==> config.mk <==
export PLATFORM = sky130hd
export DESIGN_NAME = axi_lite_imem_loader_flat
export DESIGN_NICKNAME = d
export VERILOG_FILES = /design/src/rtl/axi_lite_imem_loader_if.sv /design/src/rtl/axi_lite_imem_loader.sv /design/src/flat_wrapper.sv
export SDC_FILE = /design/constraint.sdc
export NUM_CORES = 1
export LEC_CHECK = 0
export BUFFER_PORTS_ARGS = -buffer_cell sky130_fd_sc_hd__buf_2
export CELL_PAD_IN_SITES_DETAIL_PLACEMENT = 1
export CELL_PAD_IN_SITES_GLOBAL_PLACEMENT = 1
export CORE_MARGIN = 2
export CORE_UTILIZATION = 41
export DETAILED_ROUTE_END_ITERATION = 6
export GPL_ROUTABILITY_DRIVEN = 0
export GPL_TIMING_DRIVEN = 1
export PLACE_DENSITY_LB_ADDON = 0.1
export SYNTH_ARGS = -nofsm -noshare
export SYNTH_HDL_FRONTEND = slang
export SYNTH_SLANG_ARGS = --single-unit
==> constraint.sdc <==
create_clock -name clk -period 2.35 [get_ports clk]
set_input_delay 0.47 -clock clk [delete_from_list [all_inputs] [get_ports clk]]
set_output_delay 0.47 -clock clk [all_outputs]
set_load 0.05 [all_outputs]
==> src/rtl/axi_lite_imem_loader_if.sv <==
// AXI4-Lite bus bundle between a host master and the instruction-memory loader.
interface axi_lite_imem_loader_if #(
  parameter int ADDR_W = 12
);
  logic [ADDR_W-1:0] awaddr;
  logic              awvalid;
  logic              awready;
  logic [31:0]       wdata;
  logic [3:0]        wstrb;
  logic              wvalid;
  logic              wready;
  logic [1:0]        bresp;
  logic              bvalid;
  logic              bready;
  logic [ADDR_W-1:0] araddr;
  logic              arvalid;
  logic              arready;
  logic [31:0]       rdata;
  logic [1:0]        rresp;
  logic              rvalid;
  logic              rready;

  modport slave (
    input  awaddr, awvalid, wdata, wstrb, wvalid, bready, araddr, arvalid, rready,
    output awready, wready, bresp, bvalid, arready, rdata, rresp, rvalid
  );

  modport master (
    output awaddr, awvalid, wdata, wstrb, wvalid, bready, araddr, arvalid, rready,
    input  awready, wready, bresp, bvalid, arready, rdata, rresp, rvalid
  );
endinterface

==> src/rtl/axi_lite_imem_loader.sv <==
// AXI4-Lite slave that loads program words into the RV32 core and drives its
// run_pc / reset lines from a control register. Write-only program window at
// 0x000, CTRL at 0x400, STATUS at 0x404, WCOUNT at 0x408.
module axi_lite_imem_loader #(
  parameter int ADDR_W  = 12,
  parameter int IMEM_AW = 8,
  parameter int CNT_W   = 16
) (
  input  logic               clk,
  input  logic               reset_n,
  axi_lite_imem_loader_if.slave s_axi,
  output logic               core_reset_n,
  output logic               core_mem_reset_n,
  output logic               run_pc,
  output logic               instruction_write,
  output logic [31:0]        instruction_data,
  output logic [IMEM_AW-1:0] instruction_addr
);

  localparam int WA_W = ADDR_W - 2;
  localparam logic [WA_W-1:0] CTRL_WA   = WA_W'(32'h100);
  localparam logic [WA_W-1:0] STATUS_WA = WA_W'(32'h101);
  localparam logic [WA_W-1:0] WCOUNT_WA = WA_W'(32'h102);
  localparam logic [1:0] RESP_OKAY   = 2'b00;
  localparam logic [1:0] RESP_SLVERR = 2'b10;

  typedef enum logic [1:0] {W_IDLE, W_EXEC, W_RESP} wstate_t;
  typedef enum logic {R_IDLE, R_DATA} rstate_t;

  wstate_t           wstate;
  rstate_t           rstate;
  logic [2:0]        ctrl;      // {mem_rst, core_rst, run}
  logic [CNT_W-1:0]  wcount;
  logic [WA_W-1:0]   aw_addr;
  logic [31:0]       w_data;
  logic [3:0]        w_strb;
  logic              aw_got;
  logic              w_got;

  logic              aw_done;
  logic              w_done;
  logic              imem_hit;
  logic [WA_W-1:0]   rd_word;
  logic [31:0]       rd_val;
  logic              rd_err;

  assign core_reset_n     = reset_n & ~ctrl[1];
  assign core_mem_reset_n = ~ctrl[2];
  assign run_pc           = ctrl[0];

  assign aw_done  = aw_got | (s_axi.awvalid & s_axi.awready);
  assign w_done   = w_got  | (s_axi.wvalid  & s_axi.wready);
  assign imem_hit = (aw_addr[WA_W-1:IMEM_AW] == '0);
  assign rd_word  = s_axi.araddr[ADDR_W-1:2];

  // Read-side register mux; IMEM and unmapped addresses return zero with SLVERR.
  always_comb begin
    rd_val = '0;
    rd_err = 1'b1;
    if (rd_word == CTRL_WA) begin
      rd_val = {29'b0, ctrl};
      rd_err = 1'b0;
    end else if (rd_word == STATUS_WA) begin
      rd_val = {28'b0, run_pc, core_reset_n, core_mem_reset_n, (wstate != W_IDLE)};
      rd_err = 1'b0;
    end else if (rd_word == WCOUNT_WA) begin
      rd_val = 32'(wcount);
      rd_err = 1'b0;
    end
  end

  // Write channel FSM: collects AW and W in any order, executes for one cycle, then holds B.
  always_ff @(posedge clk or negedge reset_n) begin
    if (!reset_n) begin
      wstate            <= W_IDLE;
      ctrl              <= 3'b010;
      wcount            <= '0;
      aw_addr           <= '0;
      w_data            <= '0;
      w_strb            <= '0;
      aw_got            <= 1'b0;
      w_got             <= 1'b0;
      s_axi.awready     <= 1'b0;
      s_axi.wready      <= 1'b0;
      s_axi.bvalid      <= 1'b0;
      s_axi.bresp       <= '0;
      instruction_write <= 1'b0;
      instruction_data  <= '0;
      instruction_addr  <= '0;
    end else begin
      instruction_write <= 1'b0;
      unique case (wstate)
        W_IDLE: begin
          if (s_axi.awvalid && s_axi.awready) begin
            aw_addr <= s_axi.awaddr[ADDR_W-1:2];
            aw_got  <= 1'b1;
          end
          if (s_axi.wvalid && s_axi.wready) begin
            w_data <= s_axi.wdata;
            w_strb <= s_axi.wstrb;
            w_got  <= 1'b1;
          end
          if (aw_done && w_done) begin
            wstate        <= W_EXEC;
            s_axi.awready <= 1'b0;
            s_axi.wready  <= 1'b0;
          end else begin
            s_axi.awready <= ~aw_done;
            s_axi.wready  <= ~w_done;
          end
        end
        W_EXEC: begin
          aw_got       <= 1'b0;
          w_got        <= 1'b0;
          s_axi.bvalid <= 1'b1;
          wstate       <= W_RESP;
          if (imem_hit) begin
            if (w_strb == 4'hF && !ctrl[0]) begin
              instruction_write <= 1'b1;
              instruction_addr  <= aw_addr[IMEM_AW-1:0];
              instruction_data  <= w_data;
              wcount            <= wcount + 1'b1;
              s_axi.bresp       <= RESP_OKAY;
            end else begin
              s_axi.bresp <= RESP_SLVERR;
            end
          end else if (aw_addr == CTRL_WA) begin
            // Only byte lane 0 carries implemented CTRL bits.
            if (w_strb[0]) ctrl <= w_data[2:0];
            s_axi.bresp <= RESP_OKAY;
          end else if (aw_addr == WCOUNT_WA) begin
            wcount      <= '0;
            s_axi.bresp <= RESP_OKAY;
          end else begin
            s_axi.bresp <= RESP_SLVERR;
          end
        end
        W_RESP: begin
          if (s_axi.bready) begin
            s_axi.bvalid  <= 1'b0;
            s_axi.awready <= 1'b1;
            s_axi.wready  <= 1'b1;
            wstate        <= W_IDLE;
          end
        end
        default: wstate <= W_IDLE;
      endcase
    end
  end

  // Read channel FSM: data is captured on the AR handshake edge and held until rready.
  always_ff @(posedge clk or negedge reset_n) begin
    if (!reset_n) begin
      rstate        <= R_IDLE;
      s_axi.arready <= 1'b0;
      s_axi.rvalid  <= 1'b0;
      s_axi.rdata   <= '0;
      s_axi.rresp   <= '0;
    end else begin
      unique case (rstate)
        R_IDLE: begin
          s_axi.arready <= 1'b1;
          if (s_axi.arvalid && s_axi.arready) begin
            s_axi.arready <= 1'b0;
            s_axi.rvalid  <= 1'b1;
            s_axi.rdata   <= rd_val;
            s_axi.rresp   <= rd_err ? RESP_SLVERR : RESP_OKAY;
            rstate        <= R_DATA;
          end
        end
        R_DATA: begin
          if (s_axi.rready) begin
            s_axi.rvalid  <= 1'b0;
            s_axi.arready <= 1'b1;
            rstate        <= R_IDLE;
          end
        end
        default: rstate <= R_IDLE;
      endcase
    end
  end

endmodule

==> src/flat_wrapper.sv <==
// flat-port wrapper written by rule: the top's interface ports become plain ports
module axi_lite_imem_loader_flat 
#(
  parameter int ADDR_W  = 12,
  parameter int IMEM_AW = 8,
  parameter int CNT_W   = 16
)
  (clk, reset_n, core_reset_n, core_mem_reset_n, run_pc, instruction_write, instruction_data, instruction_addr, s_axi_awaddr, s_axi_awvalid, s_axi_wdata, s_axi_wstrb, s_axi_wvalid, s_axi_bready, s_axi_araddr, s_axi_arvalid, s_axi_rready, s_axi_awready, s_axi_wready, s_axi_bresp, s_axi_bvalid, s_axi_arready, s_axi_rdata, s_axi_rresp, s_axi_rvalid);
  axi_lite_imem_loader_if #(.ADDR_W(ADDR_W)) s_axi_i ();
  input  logic clk;
  input  logic reset_n;
  output logic core_reset_n;
  output logic core_mem_reset_n;
  output logic run_pc;
  output logic instruction_write;
  output logic [31:0] instruction_data;
  output logic [IMEM_AW-1:0] instruction_addr;
  input wire logic [$bits(s_axi_i.awaddr)-1:0] s_axi_awaddr;
  input wire logic [$bits(s_axi_i.awvalid)-1:0] s_axi_awvalid;
  input wire logic [$bits(s_axi_i.wdata)-1:0] s_axi_wdata;
  input wire logic [$bits(s_axi_i.wstrb)-1:0] s_axi_wstrb;
  input wire logic [$bits(s_axi_i.wvalid)-1:0] s_axi_wvalid;
  input wire logic [$bits(s_axi_i.bready)-1:0] s_axi_bready;
  input wire logic [$bits(s_axi_i.araddr)-1:0] s_axi_araddr;
  input wire logic [$bits(s_axi_i.arvalid)-1:0] s_axi_arvalid;
  input wire logic [$bits(s_axi_i.rready)-1:0] s_axi_rready;
  output wire logic [$bits(s_axi_i.awready)-1:0] s_axi_awready;
  output wire logic [$bits(s_axi_i.wready)-1:0] s_axi_wready;
  output wire logic [$bits(s_axi_i.bresp)-1:0] s_axi_bresp;
  output wire logic [$bits(s_axi_i.bvalid)-1:0] s_axi_bvalid;
  output wire logic [$bits(s_axi_i.arready)-1:0] s_axi_arready;
  output wire logic [$bits(s_axi_i.rdata)-1:0] s_axi_rdata;
  output wire logic [$bits(s_axi_i.rresp)-1:0] s_axi_rresp;
  output wire logic [$bits(s_axi_i.rvalid)-1:0] s_axi_rvalid;
  assign s_axi_i.awaddr = s_axi_awaddr;
  assign s_axi_i.awvalid = s_axi_awvalid;
  assign s_axi_i.wdata = s_axi_wdata;
  assign s_axi_i.wstrb = s_axi_wstrb;
  assign s_axi_i.wvalid = s_axi_wvalid;
  assign s_axi_i.bready = s_axi_bready;
  assign s_axi_i.araddr = s_axi_araddr;
  assign s_axi_i.arvalid = s_axi_arvalid;
  assign s_axi_i.rready = s_axi_rready;
  assign s_axi_awready = s_axi_i.awready;
  assign s_axi_wready = s_axi_i.wready;
  assign s_axi_bresp = s_axi_i.bresp;
  assign s_axi_bvalid = s_axi_i.bvalid;
  assign s_axi_arready = s_axi_i.arready;
  assign s_axi_rdata = s_axi_i.rdata;
  assign s_axi_rresp = s_axi_i.rresp;
  assign s_axi_rvalid = s_axi_i.rvalid;
  axi_lite_imem_loader #(.ADDR_W(ADDR_W), .IMEM_AW(IMEM_AW), .CNT_W(CNT_W)) u_core (.clk(clk), .reset_n(reset_n), .s_axi(s_axi_i), .core_reset_n(core_reset_n), .core_mem_reset_n(core_mem_reset_n), .run_pc(run_pc), .instruction_write(instruction_write), .instruction_data(instruction_data), .instruction_addr(instruction_addr));
endmodule
==> results of run 1 <==
## synthesized netlist by cell type, types with 2 or more instances
cell / n
a21o_1: 3
a21oi_1: 15
a22o_1: 16
and3_1: 2
and4b_1: 2
buf_2: 9
buf_4: 22
clkbuf_1: 4
dfrtp_1: 133
inv_1: 6
mux2_1: 3
mux2_2: 86
mux2i_1: 3
nand2_1: 16
nand3_1: 8
nand3b_1: 2
nand4_1: 4
nand4b_1: 2
nor2_1: 14
nor2b_1: 2
nor3b_1: 2
nor4_1: 5
o21ai_0: 15
o31ai_1: 3
or3_1: 8
or4_1: 2
xnor2_1: 4
## power breakdown
group | switching [W] | leakage [nW] | internal, W
logic | 0.00206 | 1.46 | 0.00112
registers | 0.000493 | 1.73 | 0.00312
clock network | 0.000897 | 0.250 | 0.00140
## worst max-delay path, cell delays in order
cell and delay [ns]:
dlygate4sd3_1 0.54, buf_6 0.24, nor2b_2 0.23, clkbuf_4 0.26
## sequential cells by signal, summed over array words and instances, names as in the netlist, 2 cells and up
name / flops
u_core.wcount: 16
u_core.aw_addr: 10
u_core.s_axi.rdata: 16
u_core.w_data: 32
u_core.wstate: 2
u_core.instruction_data: 32
u_core.w_strb: 4
u_core.ctrl: 3
u_core.instruction_addr: 8
## area by class of cell
cell class / instances / area share, %
flip-flops and latches: 134 / 48.9
multi-input cells: 253 / 29.2
repair buffers: 139 / 11.0
clock buffers: 23 / 6.96
well taps: 176 / 3.21
clock inverters: 5 / 0.401
inverters: 6 / 0.328
## timing repair
item                                   4_1_cts  5_1_grt
gates resized for setup                      0        2
setup endpoints to repair                    0        1
endpoints found under the hold margin       24        0
hold buffers                                 1        0
## per-stage QoR
stage                     instance area [um^2]  utilization [%]
after floorplan                           5610                -
after detailed placement                  6350             47.9
after global routing                      6870             51.9
final                                     6870             51.9
after CTS                                 6860             51.8
after global placement                    6350             47.9
## metal layers
metal	wire (um)	vias to the layer above	share of wire (%)
met3	796	19	6.6
met2	5930	104	49
met5	8	-	0.066
met4	216	2	1.8
li1	-	1728	-
met1	5170	1870	43
## kinds of logic (layout without fill, tap and decap cells)
group / after synthesis / after routing / share of synthesized area (%)
other: 1 / 18 / 0.0677
multiplexers: 92 / 92 / 18.6
AND/OR/NAND/NOR: 80 / 80 / 8.51
adder cells (fa/ha/maj): 1 / 1 / 0.226
XOR/XNOR: 5 / 5 / 0.790
AO/OA/AOI/OAI: 57 / 57 / 6.77
buffers and inverters: 41 / 173 / 4.47
flip-flops: 134 / 134 / 60.5
## how the worst max path moves through the flow
stage                                 from  slack, ns                end  depth (start not counted)
after global routing               reset_n       0.04       core_reset_n                          4
after floorplan             u_core.ctrl[0]       0.50  u_core.wcount[15]                          5
after CTS                          reset_n      0.009       core_reset_n                          4
final                              reset_n       0.12       core_reset_n                          4
after detailed placement    u_core.ctrl[0]       0.41  u_core.wcount[15]                          4
after global placement    u_core.wstate[0]       0.47  u_core.aw_addr[8]                          4
==> results.json, run 1 <==
{
  "power_density_nw_per_um2": 1320,
  "fmax_mhz": 449,
  "insertion_delay_ns": 0.41,
  "regArea_um2": 3350,
  "via_count": 3723,
  "antenna_left": 0,
  "grt_pass1_wl_um": 20400,
  "setup_viol": 0,
  "drc": 0,
  "crit_arrival_ns": 1.76,
  "tightest_slew_ns": 0.740,
  "design.die.area_um2": 14500,
  "synth_top_area_cell": "dfrtp_1",
  "area_delta_synth_final_pct": 23.9,
  "path_class": "in -> out",
  "syn_inst": 411,
  "status": "finished clean",
  "wire_per_inst_um": 16.5,
  "ys_warn_count": 0,
  "grt-ovfl-total": 0,
  "timing.hold.ws_ns": 0.280,
  "setup_tns_ns": 0,
  "grt_max_degree": 60,
  "cp-start-kind": "input port",
  "nNetsFinal": 619,
  "drt-total-wl_um": 12100,
  "layout_commonest_cell": "dfrtp_1",
  "min_from": "s_axi_rready",
  "cts_tree": "built",
  "cts_sinks": 134,
  "fin_crit_ns": 2.23,
  "syn_avg_cell_area_um2": 13.5,
  "core_area_um2": 13200,
  "end_kind": "output port",
  "grt_util_met3_pct": 5.94,
  "yosys-top-cells-area": "dfrtp_1 60%, mux2_2 17%, buf_4 3.0%",
  "period_share_pct": 94.8,
  "post-place-ws_ns": 0.412,
  "postCtsSetupBuffers": 0,
  "min_path_cells": 2,
  "regToRegStartpoint": "u_core.ctrl[0]",
  "critPathMaxFanout": 27,
  "rsz0062_at_grt": "no",
  "synthesis.area_um2": 5540,
  "routed_via_density": 5.06,
  "grtUsageMet2_pct": 29.1,
  "max-clock-path-buffers": 2,
  "ys.flop_type": "dfrtp_1",
  "cts_inserted_buffers": 17,
  "die-height_um": 120,
  "dp_cells": 707,
  "holdCritPathClass": "in -> reg",
  "hold_end": "u_core.rstate",
  "ys_async_sr_fraction_pct": 100,
  "drt_iter0_drc": 122,
  "clkTransAtPathRegs_ns": 0.05,
  "busiest_layer": "met2",
  "synth_edf_count": 0,
  "die_w_um": 120,
  "drv_cap": 0,
  "final_cells": 736,
  "grt_use_met1_pct": 22.7,
  "ys_ff_latch": 134,
  "dp_hpwl_um": 8530,
  "r2r_slack_ns": 0.39,
  "num_rows": 42,
  "fillers": 1409,
  "start_util_pct": 41.8,
  "worst_slack_ns": 0.123,
  "critPathRequiredTime_ns": 1.88,
  "yosysSeqAreaShare_pct": 60.5,
  "grt_pass1_vias": 3993,
  "synthDistinctLibCells": 47,
  "drv_slew": 0,
  "p_leak_nw": 3.45,
  "multiInputGateArea_um2": 2010,
  "io_pins": 152,
  "final_layout_size_suffix_gt1_share_pct": 45.9,
  "antenna_found_initial": 2,
  "grt_use_total_pct": 18.2,
  "reg2regPathDepth": 4,
  "diodes": 0,
  "clockRootBuffer": "clkbuf_16",
  "yosysTopAreaCellShare_pct": 60.1,
  "hold_violations": 0,
  "final_cell_mix": "133 x dfrtp_1, 127 x buf_2, 86 x mux2_2",
  "cts_max_level": 4,
  "ir_worst_vdd_v": 0.000711,
  "finClkSkew_ns": 0.00317,
  "rr_endpoint": "u_core.wcount[15]",
  "numPortBuffers": 129,
  "relSlewSlack_pct": 50.7,
  "drt_first_pass_iters": 3,
  "power_w": 0.00909
}
Power figures use the tool's default switching activity.
==> run 2: changes to the inputs <==
ABC_AREA = 1   (was unset)
CORE_UTILIZATION = 39   (was 41)
==> run 2 against run 1 <==
Net effect:
- via count rose by 31%
- highest routed layer is now met4
- register-to-register slack better by 0.11 ns
- sequential cell count is the same
- non-clock buffer count stayed put
- combinational power is 10% lower
- fmax grew 20%
- total power is 2.1% lower
- die area increased by 13%
- critical endpoint is now u_core.w_data[28]
- first-iteration DRC count increased by 40%
- sequential power shrank 6.9%
- largest cell class unchanged
- cell count rose by 38%
==> results.json, run 2 <==
{
  "slowest_stage": "nand3_2",
  "drc": 0,
  "cts_tree": "built",
  "setup_tns_ns": 0,
  "place_area_um2": 6750,
  "layout_commonest_cell": "nand2_1",
  "drt-total-wl_um": 15100,
  "crit_arrival_ns": 2.14,
  "diodes": 0,
  "hold_violations": 0,
  "syn_inst": 684,
  "cts_max_level": 4,
  "die-height_um": 128,
  "fin_crit_ns": 1.85,
  "insertion_delay_ns": 0.42,
  "rsz0062_at_grt": "no",
  "relSlewSlack_pct": 52.3,
  "synth_top_area_cell": "dfrtp_1",
  "syn_avg_cell_area_um2": 8.72,
  "max-clock-path-buffers": 2,
  "power_frac_clock_pct": 30.1,
  "yosys-top-cells-area": "dfrtp_1 56%, nand2_1 12%, nor2_1 4.6%",
  "drt_iter0_drc": 171,
  "final_layout_size_suffix_gt1_share_pct": 24.4,
  "area_delta_synth_final_pct": 23.1,
  "yosysTopAreaCellShare_pct": 55.8,
  "ys.flop_type": "dfrtp_1",
  "synthDistinctLibCells": 35,
  "clockRootBuffer": "clkbuf_16",
  "antenna_left": 0,
  "fmax_mhz": 541,
  "cpPeakStageDelay_ns": 0.51,
  "critPathRequiredTime_ns": 2.65,
  "worstPathCellList": "nor2_2 > nand3_2 > buf_12 > nor2_1 > a21oi_1",
  "grt_use_total_pct": 19.7,
  "p_leak_nw": 3.87,
  "nNetsFinal": 886,
  "drt_first_pass_iters": 6,
  "grt_max_degree": 135,
  "design.die.area_um2": 16300,
  "critPathMaxFanout": 26,
  "die_w_um": 128,
  "tightest_slew_ns": 0.716,
  "status": "finished clean",
  "via_count": 4883,
  "antenna_found_initial": 0,
  "finClkSkew_ns": 0.00779,
  "path_class": "reg -> reg",
  "setup_viol": 0,
  "drv_cap": 0,
  "holdCritPathClass": "in -> async",
  "cp-start-kind": "flip-flop",
  "drv_slew": 0,
  "p_seq_share_pct": 37.9,
  "wire_per_inst_um": 14.8,
  "final_cell_mix": "198 x nand2_1, 133 x dfrtp_1, 128 x buf_2",
  "grt-ovfl-total": 0,
  "path_buf_inv": 1,
  "ctsResizeCount": 0,
  "ys_warn_count": 0,
  "clkTransAtPathRegs_ns": 0.06,
  "dp_hpwl_um": 10700,
  "synth_most_common_cell": "nand2_1",
  "routed_via_density": 4.80,
  "cts_inserted_buffers": 17,
  "combPwrFrac_pct": 32.1,
  "start_util_pct": 39.5,
  "postCtsSetupBuffers": 0,
  "core_area_um2": 15100,
  "power_density_nw_per_um2": 1210,
  "p_int_w": 0.00550,
  "synth_edf_count": 0,
  "largestRegisters": "u_core.instruction_data x32, u_core.w_data x32",
  "cts_sinks": 134,
  "yosysSeqAreaShare_pct": 56.3,
  "period_share_pct": 78.7,
  "ir_worst_vdd_v": 0.000525,
  "cts_hold_buffers": 0,
  "crit_family": "simple AND/OR/NAND/NOR gates",
  "switching_share_pct": 38.2,
  "numPortBuffers": 129,
  "num_rows": 45,
  "yosys-top-cells-count": "198 x nand2_1, 133 x dfrtp_1, 73 x nor2_1, 63 x inv_1, 41 x nand3_1",
  "ys_async_sr_fraction_pct": 100,
  "ys_ff_latch": 134,
  "synthesis.area_um2": 5960,
  "end_kind": "flip-flop",
  "grt_pass1_wl_um": 25300,
  "stdcell_area_um2": 7340,
  "grt_pass1_vias": 5160,
  "p_sw_w": 0.00340,
  "io_pins": 152
}
==> run 2: changes by cell type after synthesis, moves of 6 or more <==
cell,change
or3_1,-8
buf_2,+6
inv_1,+57
a21oi_1,+20
nand3_1,+33
nor2_1,+59
mux2_2,-68
o21ai_0,+14
o21ai_1,+13
nand2_1,+182
a22o_1,-16
==> run 2: worst paths after layout <==
check                                 startpoint                     endpoint  slack [ns]  depth (start not counted)
min in group clk                    s_axi_rready          u_core.s_axi.rvalid        0.24                          2
max in group asynchronous                reset_n  u_core.instruction_data[12]        1.66                          2
worst max-delay path            u_core.wstate[1]            u_core.w_data[28]        0.50                          5
worst max register to register  u_core.wstate[1]            u_core.w_data[28]        0.50                          5
worst min register to register     u_core.rstate          u_core.s_axi.rvalid        0.46                          1
worst min-delay path                     reset_n   u_core.instruction_addr[2]        0.17                          2
==> run 2: cell families after synthesis <==
group                    count (synthesis)  synth area share [%]
buffers and inverters                  107                  8.75
multiplexers                            18                  3.40
adder cells (fa/ha/maj)                  1                 0.210
AO/OA/AOI/OAI                           80                  6.97
flip-flops                             134                  56.3
XOR/XNOR                                 6                 0.881
AND/OR/NAND/NOR                        337                  23.5
other                                    1                0.0629
==> run 2: per-stage QoR <==
| stage | hold slack [ns] | total power, W | worst slack, ns | utilization (%) | instances |
|---|---|---|---|---|---|
| floorplan | 0.174 | 0.00550 | 0.713 | - | 701 |
| global placement | 0.439 | 0.00613 | 0.545 | 44.7 | 987 |
| global route | 0.192 | 0.00944 | 0.352 | 48.6 | 1017 |
| CTS | 0.202 | 0.00901 | 0.462 | 48.6 | 1017 |
| detailed placement | 0.459 | 0.00630 | 0.495 | 44.7 | 987 |
| finish | 0.166 | 0.00890 | 0.502 | 48.6 | 1017 |
==> run 2: layout make-up <==
cell class                      count  area, um^2
Fill cell                        1832        7750
Timing Repair Buffer              139         752
Sequential cell                   134        3350
Multi-Input combinational cell    460        2160
Clock inverter                      8         125
Inverter                           66         248
Clock buffer                       22         464
Tap cell                          188         235
==> run 2: power groups by stage <==
| stage | Sequential (W) | Clock, W | Combinational, W |
|---|---|---|---|
| 2_1_floorplan | 0.00422 | 0 | 0.00128 |
| 3_3_place_gp | 0.00335 | 0 | 0.00278 |
| 3_5_place_dp | 0.00341 | 0 | 0.00289 |
| 4_1_cts | 0.00338 | 0.00273 | 0.00291 |
| 5_1_grt | 0.00346 | 0.00284 | 0.00313 |
| 6_report | 0.00337 | 0.00268 | 0.00285 |
==> run 2: worst register-to-register path: stages (launching register included) <==
cell     delay [ns]
dfrtp_1        0.43
nor2_2         0.22
nand3_2        0.51
buf_12         0.39
nor2_1         0.11
a21oi_1        0.06
==> run 2: routing by layer <==
| layer | track usage [%] | up-vias | part of all wire [%] |
|---|---|---|---|
| li1 | - | 2382 | - |
| met1 | 25.1 | 2360 | 46 |
| met2 | 32.0 | 122 | 47 |
| met3 | 5.95 | 19 | 6.0 |
| met4 | 6.66 | 0 | 1.4 |
| met5 | 0 | - | 0 |
